## config.mk

```make
export PLATFORM = sky130hd
export DESIGN_NAME = frame_tx
export DESIGN_NICKNAME = d
export VERILOG_FILES = /design/src/rtl/frame_pkg.sv /design/src/rtl/frame_serializer.sv /design/src/rtl/frame_tx.sv
export SDC_FILE = /design/constraint.sdc
export NUM_CORES = 1
export LEC_CHECK = 0
export CORE_UTILIZATION = 50
export DETAILED_ROUTE_END_ITERATION = 10
export DONT_BUFFER_PORTS = 1
export PLACE_DENSITY = 0.7
export SYNTH_ARGS = -nofsm -noshare
export SYNTH_HDL_FRONTEND = slang
export SYNTH_HIERARCHICAL = 1
export SYNTH_SLANG_ARGS = --single-unit
```

## constraint.sdc

```tcl
create_clock -name clk -period 2 [get_ports clk]
set_input_delay 0.4 -clock clk [delete_from_list [all_inputs] [get_ports clk]]
set_output_delay 0.4 -clock clk [all_outputs]
set_load 0.01 [all_outputs]
```

## src/rtl/frame_pkg.sv

```systemverilog
// Shared link framing constants and FSM encoding for the host byte link (frame_tx, controller).
// FRAME_TX_CHECKSUM_EN appends a one-byte XOR checksum, growing frames from 5 to 6 bytes.
package frame_pkg;

  localparam logic [7:0] SYNC_BYTE   = 8'h19;
  localparam logic [7:0] OP_HOST_WR  = 8'h06;
  localparam logic [7:0] OP_READBACK = 8'h07;

`ifdef FRAME_TX_CHECKSUM_EN
  localparam int FRAME_LEN = 6;
`else
  localparam int FRAME_LEN = 5;
`endif

  typedef enum logic [3:0] {
    S_IDLE,
    S_FETCH,
    S_WAIT,
    S_SYNC,
    S_OP,
    S_ALO,
    S_AHI,
    S_DATA,
    S_CHK,
    S_NEXT
  } state_t;

endpackage

```

## src/rtl/frame_serializer.sv

```systemverilog
// Output byte register: load sets valid with a new byte, acceptance clears valid.
// Zero added latency; byte and valid hold steady while tx_ready is low.
module frame_serializer (
  input  logic       clk,
  input  logic       reset,
  input  logic       load,
  input  logic [7:0] load_dat,
  input  logic       tx_ready,
  output logic [7:0] tx_data,
  output logic       tx_valid
);

  always_ff @(posedge clk or negedge reset) begin
    if (!reset) begin
      tx_data  <= '0;
      tx_valid <= 1'b0;
    end else if (load) begin
      tx_data  <= load_dat;
      tx_valid <= 1'b1;
    end else if (tx_valid && tx_ready) begin
      tx_valid <= 1'b0;
    end
  end

endmodule

```

## src/rtl/frame_tx.sv

```systemverilog
// Memory readback transmitter: one sync/op/addr/data frame per word; first byte 3 cycles after start,
// 8-cycle frame period at full rate; stalls on tx_ready low. FRAME_TX_CHECKSUM_EN adds a CHK byte.
module frame_tx #(
  parameter int         ADDR_W    = 16,
  parameter logic [7:0] SYNC_BYTE = frame_pkg::SYNC_BYTE,
  parameter logic [7:0] OPCODE    = frame_pkg::OP_READBACK
) (
  input  logic              clk,
  input  logic              reset,
  input  logic              start,
  input  logic [ADDR_W-1:0] base_addr,
  input  logic [ADDR_W-1:0] count,
  output logic              mem_en,
  output logic [ADDR_W-1:0] mem_addr,
  input  logic [7:0]        mem_data,
  output logic [7:0]        tx_data,
  output logic              tx_valid,
  input  logic              tx_ready,
  output logic              busy,
  output logic              done
);
  import frame_pkg::*;

  state_t            state, state_nxt;
  logic [ADDR_W-1:0] cur_addr, remaining;
  logic [7:0]        data_reg;
  logic              accept, load, last_acc;
  logic [7:0]        load_dat;
`ifdef FRAME_TX_CHECKSUM_EN
  logic [7:0]        chk;
`endif

  assign accept   = tx_valid && tx_ready;
  assign mem_addr = cur_addr;
  assign busy     = (state != S_IDLE);

  // Each byte is loaded on acceptance of the previous one, so the link sees back-to-back bytes.
  always_comb begin
    state_nxt = state;
    mem_en    = 1'b0;
    load      = 1'b0;
    load_dat  = '0;
    last_acc  = 1'b0;
    case (state)
      S_IDLE:  if (start && count != '0) state_nxt = S_FETCH;
      S_FETCH: begin
        mem_en    = 1'b1;
        state_nxt = S_WAIT;
      end
      S_WAIT: begin
        load      = 1'b1;
        load_dat  = SYNC_BYTE;
        state_nxt = S_SYNC;
      end
      S_SYNC: if (accept) begin
        load      = 1'b1;
        load_dat  = OPCODE;
        state_nxt = S_OP;
      end
      S_OP: if (accept) begin
        load      = 1'b1;
        load_dat  = cur_addr[7:0];
        state_nxt = S_ALO;
      end
      S_ALO: if (accept) begin
        load      = 1'b1;
        load_dat  = cur_addr[15:8];
        state_nxt = S_AHI;
      end
      S_AHI: if (accept) begin
        load      = 1'b1;
        load_dat  = data_reg;
        state_nxt = S_DATA;
      end
`ifdef FRAME_TX_CHECKSUM_EN
      S_DATA: if (accept) begin
        load      = 1'b1;
        load_dat  = chk ^ tx_data;
        state_nxt = S_CHK;
      end
      S_CHK: if (accept) begin
        last_acc  = 1'b1;
        state_nxt = S_NEXT;
      end
`else
      S_DATA: if (accept) begin
        last_acc  = 1'b1;
        state_nxt = S_NEXT;
      end
`endif
      S_NEXT:  state_nxt = (remaining == ADDR_W'(1)) ? S_IDLE : S_FETCH;
      default: state_nxt = S_IDLE;
    endcase
  end

  always_ff @(posedge clk or negedge reset) begin
    if (!reset) begin
      state     <= S_IDLE;
      cur_addr  <= '0;
      remaining <= '0;
      data_reg  <= '0;
      done      <= 1'b0;
    end else begin
      state <= state_nxt;
      done  <= (last_acc && remaining == ADDR_W'(1)) ||
               (state == S_IDLE && start && count == '0);
      if (state == S_IDLE && start && count != '0) begin
        cur_addr  <= base_addr;
        remaining <= count;
      end
      if (state == S_WAIT) data_reg <= mem_data;
      if (state == S_NEXT) begin
        remaining <= remaining - ADDR_W'(1);
        cur_addr  <= cur_addr + ADDR_W'(1);
      end
    end
  end

`ifdef FRAME_TX_CHECKSUM_EN
  // Running XOR of accepted bytes; restarts with the sync byte of each frame.
  always_ff @(posedge clk or negedge reset) begin
    if (!reset) chk <= '0;
    else if (accept) chk <= (state == S_SYNC) ? tx_data : (chk ^ tx_data);
  end
`endif

  frame_serializer u_ser (
    .clk      (clk),
    .reset    (reset),
    .load     (load),
    .load_dat (load_dat),
    .tx_ready (tx_ready),
    .tx_data  (tx_data),
    .tx_valid (tx_valid)
  );

endmodule

```

==> PnR_summary.wiki, run 1 <==
{| class="wikitable"
! Metric !! Value
|-
| Status || finished clean
|-
| Num CTS Buffers || 5
|-
| Clock tree skew after final layout || about 0.009 ns
|-
| Reg-to-reg slack, setup || 0.14 ns
|-
| Wire length per cell after detailed routing || around 18 um
|-
| Bufs and invs on worst path || 2
|-
| Cell mode on critical path || sky130_fd_sc_hd__buf_4
|-
| All-Layer GR Usage || roughly a quarter
|-
| Layout net count || approximately 410
|-
| Worst rel slew slack || 60.8%
|-
| Highest attainable clock frequency || 531 MHz
|-
| Sequential-to-total area share from yosys stat || 41.2%
|-
| Initial standard-cell utilization of the core || 51.6%
|-
| Pin count of the biggest net entering global routing || between 50 and 60
|-
| Post-Synthesis Cells || 338
|-
| Required time of the worst setup path || 1.60 ns
|-
| Multiplexer share of the synthesized area || 7.67%
|-
| Gpl congestion || ~0.85
|-
| CTS H-tree depth || 2
|-
| Hold Path End || mem_addr[3]$_DFFE_PN0P_
|-
| Post-synth EDFFs || 0
|-
| Chain of cells forming the critical path || buf_4 -> nor4b_2 -> buf_4
|-
| Type of the most critical hold path || in2reg
|-
| Via/cell ratio || 6.13
|-
| Ys flop type || sky130_fd_sc_hd__dfrtp_1
|-
| Post-route worst setup slack || 0.117 ns
|-
| Post-detailed-route DRC marker count || 0
|-
| CP Class || reg2out
|-
| WHS Path Cells || 2
|-
| Share of final-layout standard cells stronger than drive strength 1 || 25.0%
|-
| Maximum clock path buffer count || 2
|-
| Max-Cap Viols || 0
|-
| Initial antenna violation count || 0
|-
| Compound-gate portion of the synthesized area || 19.6%
|-
| Slowest stage cell on the critical path || sky130_fd_sc_hd__dfrtp_1
|-
| Input/output buffers || 0
|-
| Type of destination of the critical path || output port
|-
| Area of the placeable core || between 0.006 and 0.007 mm2
|-
| Boundary pin count || 72
|-
| Cell accounting for the most synthesized area || sky130_fd_sc_hd__dfrtp_1
|-
| Worst Path Max Fanout || 9
|-
| Xor and xnor fraction of the mapped netlist area || 0.267%
|-
| Die ar. || 0.00689 mm2
|-
| Routed vias || 2,726
|-
| Main combinational cell family by area after synthesis || simple AND/OR/NAND/NOR gates
|-
| Synth Warn # || 6
|-
| Worst r2r dst || remaining[14]$_DFFE_PN0P_
|-
| X dimension of the die || 83.0 um
|-
| Antenna Violating Nets Remaining || 0
|-
| Reg clk slew, reported paths || 0.10 ns
|-
| Leak Pwr || 1.53 nW
|-
| Share of synthesized flip-flops with an asynchronous set or reset || 100%
|-
| Post-layout min period || 1.88 ns
|-
| Final count of hold timing violations || 0
|-
| Main area contributors after synthesis || sky130_fd_sc_hd__dfrtp_1 41%, sky130_fd_sc_hd__nor2_1 5.0%, sky130_fd_sc_hd__a21oi_1 4.1%, sky130_fd_sc_hd__nand2_1 4.1%, sky130_fd_sc_hd__mux2_4 3.7%
|-
| Number of global-route vias before repair || 2,629
|-
| Post-synthesis net count || between 300 and 400
|-
| Wire length of the first global-routing pass || between 10 and 15 mm
|-
| Total inserted antenna cells || 0
|-
| Total power divided by cell area || 1470 mW/mm2
|-
| Critical path launch point type || register
|-
| Clock latency on the worst-skew pair || 0.31 ns
|-
| Site row count || 29
|-
| Clock tree from TritonCTS || yes
|-
| Arrival time at the worst endpoint || about 1.5 ns
|-
| Number of clock sinks seen by CTS || 54
|-
| Adder-cell share of the synthesized area || under 10%
|-
| Setup violation total in the final timing report || 0
|-
| Number of detailed-route iterations in the first pass || 4
|-
| Max-slew violation count || 0
|-
| Area share of the largest cell type after synthesis || roughly 40%
|-
| Transition time of the tightest slew-check pin || 0.587 ns
|-
| Worst hold path startpoint || base_addr[3]
|-
| Worst voltage drop across the vdd grid || 896 uV
|-
| Routed wire length || between 8 and 9 mm
|-
| Synth-to-layout area growth || 12.9%
|-
| Total standard cell area after synthesis || 0.00328 mm2
|-
| Distinct cell type count after synthesis || 63
|-
| Launch point of the worst reg-to-reg path || state[0]$_DFFE_PN0P_
|-
| Die H || 83.0 um
|-
| Pre-CTS setup slack || roughly 0.066 ns
|-
| Dpl hpwl || 6.00 mm
|-
| Setup TNS Final || 0 ns
|-
| Library cell with the highest instance count after synthesis || sky130_fd_sc_hd__dfrtp_1
|-
| Setup repair after global routing missed its margin || no
|-
| Worst r2r path cells || 6
|-
| Yosys reg bits || 54
|-
| Fraction of the mapped netlist area in simple logic gates || about a quarter
|-
| Share of the clock period used by the worst path after layout || a little over nine tenths
|-
| Top cell types by occurrence after synthesis || 54 x sky130_fd_sc_hd__dfrtp_1, 44 x sky130_fd_sc_hd__nor2_1, 36 x sky130_fd_sc_hd__nand2_1, 27 x sky130_fd_sc_hd__a21oi_1, 12 x sky130_fd_sc_hd__nor3_1
|-
| Overflow left after global routing || 0
|-
| Top cell family by delay on the critical path || flip-flops
|-
| Stage delay of the slowest cell on the critical path || 0.50 ns
|-
| Post-Syn Area per Cell || 9.70 um2
|-
| Number of DRC markers after the initial detailed-route iteration || about 170
|-
| Clock root buffer || sky130_fd_sc_hd__clkbuf_8
|}
-- kinds of logic (layout without fill, tap and decap cells) --
kind of cell | Yosys count | in the layout
compound gates | 86 | 86
xor+xnor | 1 | 1
fa+ha+maj | 3 | 3
buf+inv | 25 | 54
flops | 54 | 54
mux | 20 | 20
simple gates | 149 | 150
-- what timing repair did --
item	4_1_cts	5_1_grt
hold buffers	2	0
hold endpoints to repair	54	0
gates resized for setup	0	2
setup endpoints to repair	0	13
setup buffers	0	4
-- per-stage QoR --
| stage | utilization, % | instances | hold slack, ns | power [mW] | area [um2] |
|---|---|---|---|---|---|
| 2_1_floorplan | - | 338 | 0.104 | 3.98 | 3280 |
| 5_1_grt | 58.3 | 445 | 0.212 | 5.84 | 3700 |
| 3_5_place_dp | 55.5 | 430 | 0.106 | 4.77 | 3530 |
| 3_3_place_gp | 55.5 | 430 | 0.106 | 4.67 | 3530 |
| 6_report | 58.3 | 445 | 0.212 | 5.45 | 3700 |
| 4_1_cts | 57.6 | 440 | 0.212 | 5.44 | 3660 |
-- cells in the final DEF, fill, tap and decap left out, types with 3 or more instances in the layout --
master / n
sky130_fd_sc_hd__nor2_1: 44
sky130_fd_sc_hd__nand4_1: 5
sky130_fd_sc_hd__nor3_1: 12
sky130_fd_sc_hd__a21oi_1: 27
sky130_fd_sc_hd__o211ai_1: 4
sky130_fd_sc_hd__a211oi_2: 3
sky130_fd_sc_hd__buf_4: 33
sky130_fd_sc_hd__inv_1: 9
sky130_fd_sc_hd__nor2b_1: 4
sky130_fd_sc_hd__mux2_2: 9
sky130_fd_sc_hd__a21o_1: 3
sky130_fd_sc_hd__mux2_4: 8
sky130_fd_sc_hd__dfrtp_1: 53
sky130_fd_sc_hd__and3_1: 5
sky130_fd_sc_hd__nor4_1: 5
sky130_fd_sc_hd__or3_1: 3
sky130_fd_sc_hd__clkbuf_8: 6
sky130_fd_sc_hd__nand2_1: 36
sky130_fd_sc_hd__a22oi_1: 3
sky130_fd_sc_hd__nand3_1: 10
sky130_fd_sc_hd__mux2i_1: 3
sky130_fd_sc_hd__o21bai_1: 3
sky130_fd_sc_hd__nor4_2: 3
sky130_fd_sc_hd__o21ai_0: 9
sky130_fd_sc_hd__ha_1: 3
sky130_fd_sc_hd__o22ai_1: 4
sky130_fd_sc_hd__nor3_2: 3
sky130_fd_sc_hd__nor4_4: 3
sky130_fd_sc_hd__a211oi_1: 5
sky130_fd_sc_hd__a311oi_2: 4
-- final cells by class --
| cell class | instances | area, um2 |
|---|---|---|
| Tap cell | 77 | 96.3 |
| Clock inverter | 2 | 12.5 |
| Clock buffer | 6 | 82.6 |
| Inverter | 9 | 33.8 |
| Timing Repair Buffer | 37 | 325 |
| Multi-Input combinational cell | 260 | 1800 |
| Fill cell | 558 | 2650 |
| Sequential cell | 54 | 1350 |
-- worst reg2reg max path, delay by kind of cell, from the launching register on --
| family | cells | cell delay, ns |
|---|---|---|
| AND/OR/NAND/NOR | 2 | 0.55 |
| flip-flops | 1 | 0.52 |
| AO/OA/AOI/OAI | 2 | 0.27 |
| buffers and inverters | 2 | 0.40 |
-- power by group --
group | leakage [nW] | switching (mW) | internal [mW]
registers | 0.644 | 0.679 | 1.60
clock network | 0.0472 | 0.374 | 0.279
logic | 0.841 | 1.26 | 1.26
-- routing by layer --
metal,up-vias,wire length [um],track usage [%]
li1,1312,-,-
met2,99,3900,38.6
met4,0,116,6.58
met3,12,686,7.06
met5,-,0,0
met1,1303,3490,31.3
-- how the worst max path moves through the flow --
stage,startpoint,to,cells after the start
3_3_place_gp,count[14],remaining[4]$_DFFE_PN0P_,5
6_report,state[2]$_DFFE_PN0P_,mem_en,3
3_5_place_dp,count[3],mem_addr[4]$_DFFE_PN0P_,8
4_1_cts,state[2]$_DFFE_PN0P_,mem_en,3
2_1_floorplan,state[0]$_DFFE_PN0P_,mem_en,3
5_1_grt,state[0]$_DFFE_PN0P_,remaining[5]$_DFFE_PN0P_,6
No activity file was read; power rests on OpenSTA's default activity.
==> inputs of run 2 (changes only) <==
- CTS_BUF_LIST: not set -> sky130_fd_sc_hd__clkbuf_4 sky130_fd_sc_hd__clkbuf_8
- TNS_END_PERCENT: not set -> 50
==> PnR_summary.wiki, run 2 (synthesis results as in run 1) <==
{| class="wikitable"
! Metric !! Value
|-
| Initial standard-cell utilization of the core || 51.6% (unchanged)
|-
| Antenna Violating Nets Remaining || 0 (unchanged)
|-
| Overflow left after global routing || 0 (unchanged)
|-
| Clock tree skew after final layout || 0.00818 ns (-0.000764 ns)
|-
| Max-slew violation count || 0 (unchanged)
|-
| Worst hold path startpoint || base_addr[3]
|-
| Post-layout min period || 1.96 ns (+0.0807 ns)
|-
| Wire length of the first global-routing pass || 13.2 mm (unchanged)
|-
| Share of final-layout standard cells stronger than drive strength 1 || 24.7% (-0.27 points)
|-
| Die H || 83.0 um (unchanged)
|-
| Leading cell types in the layout, fill and taps excluded || 53 x sky130_fd_sc_hd__dfrtp_1, 44 x sky130_fd_sc_hd__nor2_1, 36 x sky130_fd_sc_hd__nand2_1
|-
| Wire length per cell after detailed routing || 18.4 um (about the same)
|-
| Setup repair after global routing missed its margin || yes
|-
| Status || finished clean
|-
| Synth-to-layout area growth || 12.7%
|-
| X dimension of the die || 83.0 um (unchanged)
|-
| Worst rel slew slack || 61.0% (+0.17 points)
|-
| Hold Path End || mem_addr[3]$_DFFE_PN0P_
|-
| Final-layout worst hold slack || 0.213 ns (+0.00131 ns)
|-
| All-Layer GR Usage || 23.9% (unchanged)
|-
| Number of clock sinks seen by CTS || 54 (unchanged)
|-
| Clock latency on the worst-skew pair || 0.31 ns (about the same)
|-
| Type of the most critical hold path || in2reg
|-
| Number of DRC markers after the initial detailed-route iteration || 154 (-9.9%)
|-
| Num CTS Buffers || 5 (unchanged)
|-
| Required time of the worst setup path || 1.60 ns (about the same)
|-
| Worst r2r path cells || 6 (unchanged)
|-
| Reg-to-reg slack, setup || 0.13 ns (about the same)
|-
| Total power divided by cell area || 1470 mW/mm2 (about the same)
|-
| Final instance count without filler cells || 445 (unchanged)
|-
| Worst voltage drop across the vdd grid || 897 uV (about the same)
|-
| WHS Path Cells || 2 (unchanged)
|-
| Highest attainable clock frequency || 509 MHz (-4.1%)
|-
| Stage delay of the slowest cell on the critical path || 0.50 ns (about the same)
|-
| Post-detailed-route DRC marker count || 0 (unchanged)
|-
| Routed vias || 2,709 (-0.62%)
|-
| Via/cell ratio || 6.09 (-0.62%)
|-
| Pin count of the biggest net entering global routing || 55 (unchanged)
|-
| Initial antenna violation count || 0 (unchanged)
|-
| Final cell utilization of the core || 58.2% (-0.099 points)
|-
| Share of the clock period used by the worst path after layout || 98.2% (+4.0 points)
|-
| Arrival time at the worst endpoint || 1.56 ns (+0.08 ns)
|-
| Clock tree from TritonCTS || yes
|-
| Die ar. || 0.00689 mm2 (unchanged)
|-
| Design Power || 5.44 mW (-0.22%)
|-
| Site row count || 29 (unchanged)
|-
| CP Class || reg2out
|-
| CTS H-tree depth || 2 (unchanged)
|-
| Routed wire length || 8.18 mm (about the same)
|-
| Boundary pin count || 72 (unchanged)
|-
| Final count of hold timing violations || 0 (unchanged)
|-
| Worst r2r dst || remaining[14]$_DFFE_PN0P_
|-
| Cell mode on critical path || sky130_fd_sc_hd__buf_4
|-
| Input/output buffers || 0 (unchanged)
|-
| Number of detailed-route iterations in the first pass || 4 (unchanged)
|-
| Setup violation total in the final timing report || 0 (unchanged)
|-
| Clock root buffer || sky130_fd_sc_hd__clkbuf_8
|-
| Maximum clock path buffer count || 2 (unchanged)
|-
| Reg clk slew, reported paths || 0.10 ns (about the same)
|-
| Launch point of the worst reg-to-reg path || state[0]$_DFFE_PN0P_
|-
| Max-Cap Viols || 0 (unchanged)
|-
| Slowest stage cell on the critical path || sky130_fd_sc_hd__dfrtp_1
|-
| Most common cell after layout, fill and taps aside || sky130_fd_sc_hd__dfrtp_1
|-
| Transition time of the tightest slew-check pin || 0.585 ns (-0.00249 ns)
|-
| Type of destination of the critical path || output port
|-
| Area of the placeable core || 0.00635 mm2 (unchanged)
|-
| Number of global-route vias before repair || 2,629 (unchanged)
|-
| Critical path launch point type || register
|-
| Gpl congestion || 0.848 (unchanged)
|-
| Total inserted antenna cells || 0 (unchanged)
|-
| Chain of cells forming the critical path || buf_4 -> nor4b_1 -> buf_4
|-
| Total placed cells including tap cells || 430 (unchanged)
|-
| Worst Path Max Fanout || 9 (unchanged)
|-
| Layout net count || 414 (unchanged)
|-
| Leak Pwr || 1.53 nW (-0.11%)
|-
| Dpl hpwl || 6.00 mm (unchanged)
|}
run 2: cell counts in the layout (fill, tap and decap cells not counted):
Identical to the previous run, type by type.
run 2: critical path, delay by kind of cell (launching register included):
kind	cells	cell delay, ns
and+or+nand+nor	1	0.35
DFF	1	0.50
buffers and inverters	2	0.41
run 2: how the worst max path moves through the flow:
stage                                           to                 start  slack, ns
after detailed placement   mem_addr[4]$_DFFE_PN0P_              count[3]       0.07
after CTS                                   mem_en  state[2]$_DFFE_PN0P_       0.02
after global placement    remaining[4]$_DFFE_PN0P_             count[14]       0.11
final                                       mem_en  state[2]$_DFFE_PN0P_       0.04
after floorplan                             mem_en  state[0]$_DFFE_PN0P_       0.14
after global routing                        mem_en  state[2]$_DFFE_PN0P_      -0.06
run 2: layout make-up:
cell class	count	area, um2
Tap cell	77	96.3
Fill cell	557	2650
Multi-Input combinational cell	260	1790
Inverter	9	33.8
Timing Repair Buffer	37	325
Clock buffer	6	82.6
Sequential cell	54	1350
Clock inverter	2	12.5
run 2: timing repair:
| action | 4_1_cts | 5_1_grt |
|---|---|---|
| hold endpoints to repair | 54 | 0 |
| gates resized for setup | 0 | 1 |
| setup endpoints to repair | 0 | 13 |
| buffers inserted | 0 | 4 |
| hold buffers | 2 | 0 |
run 2: per-layer routing:
metal / up-vias / global-route usage, % / wire, um
li1: 1315 / - / -
met1: 1291 / 31.3 / 3530
met2: 91 / 38.6 / 3900
met3: 12 / 7.06 / 638
met4: 0 / 6.58 / 102
met5: - / 0 / 0
run 2: report_power, final:
part	internal [mW]	leakage [nW]	switching [mW]	total [mW]
sequential	1.60	0.644	0.676	2.28
combinational	1.26	0.839	1.26	2.52
clock	0.279	0.0472	0.372	0.651
total	3.13	1.53	2.31	5.44
run 2: metrics by stage:
stage | setup TNS [ns] | cell area (um2) | setup slack (ns)
floorplan | 0 | 3280 | 0.137
finish | 0 | 3700 | 0.0364
CTS | 0 | 3660 | 0.0188
global route | -0.0576 | 3700 | -0.0576
detailed placement | 0 | 3530 | 0.0661
global placement | 0 | 3530 | 0.114
==> inputs of run 3 (changes only) <==
- TNS_END_PERCENT: 50 -> not set
==> results of run 3 <==
The final DEF is identical to that of run 1; final timing and power are the same.
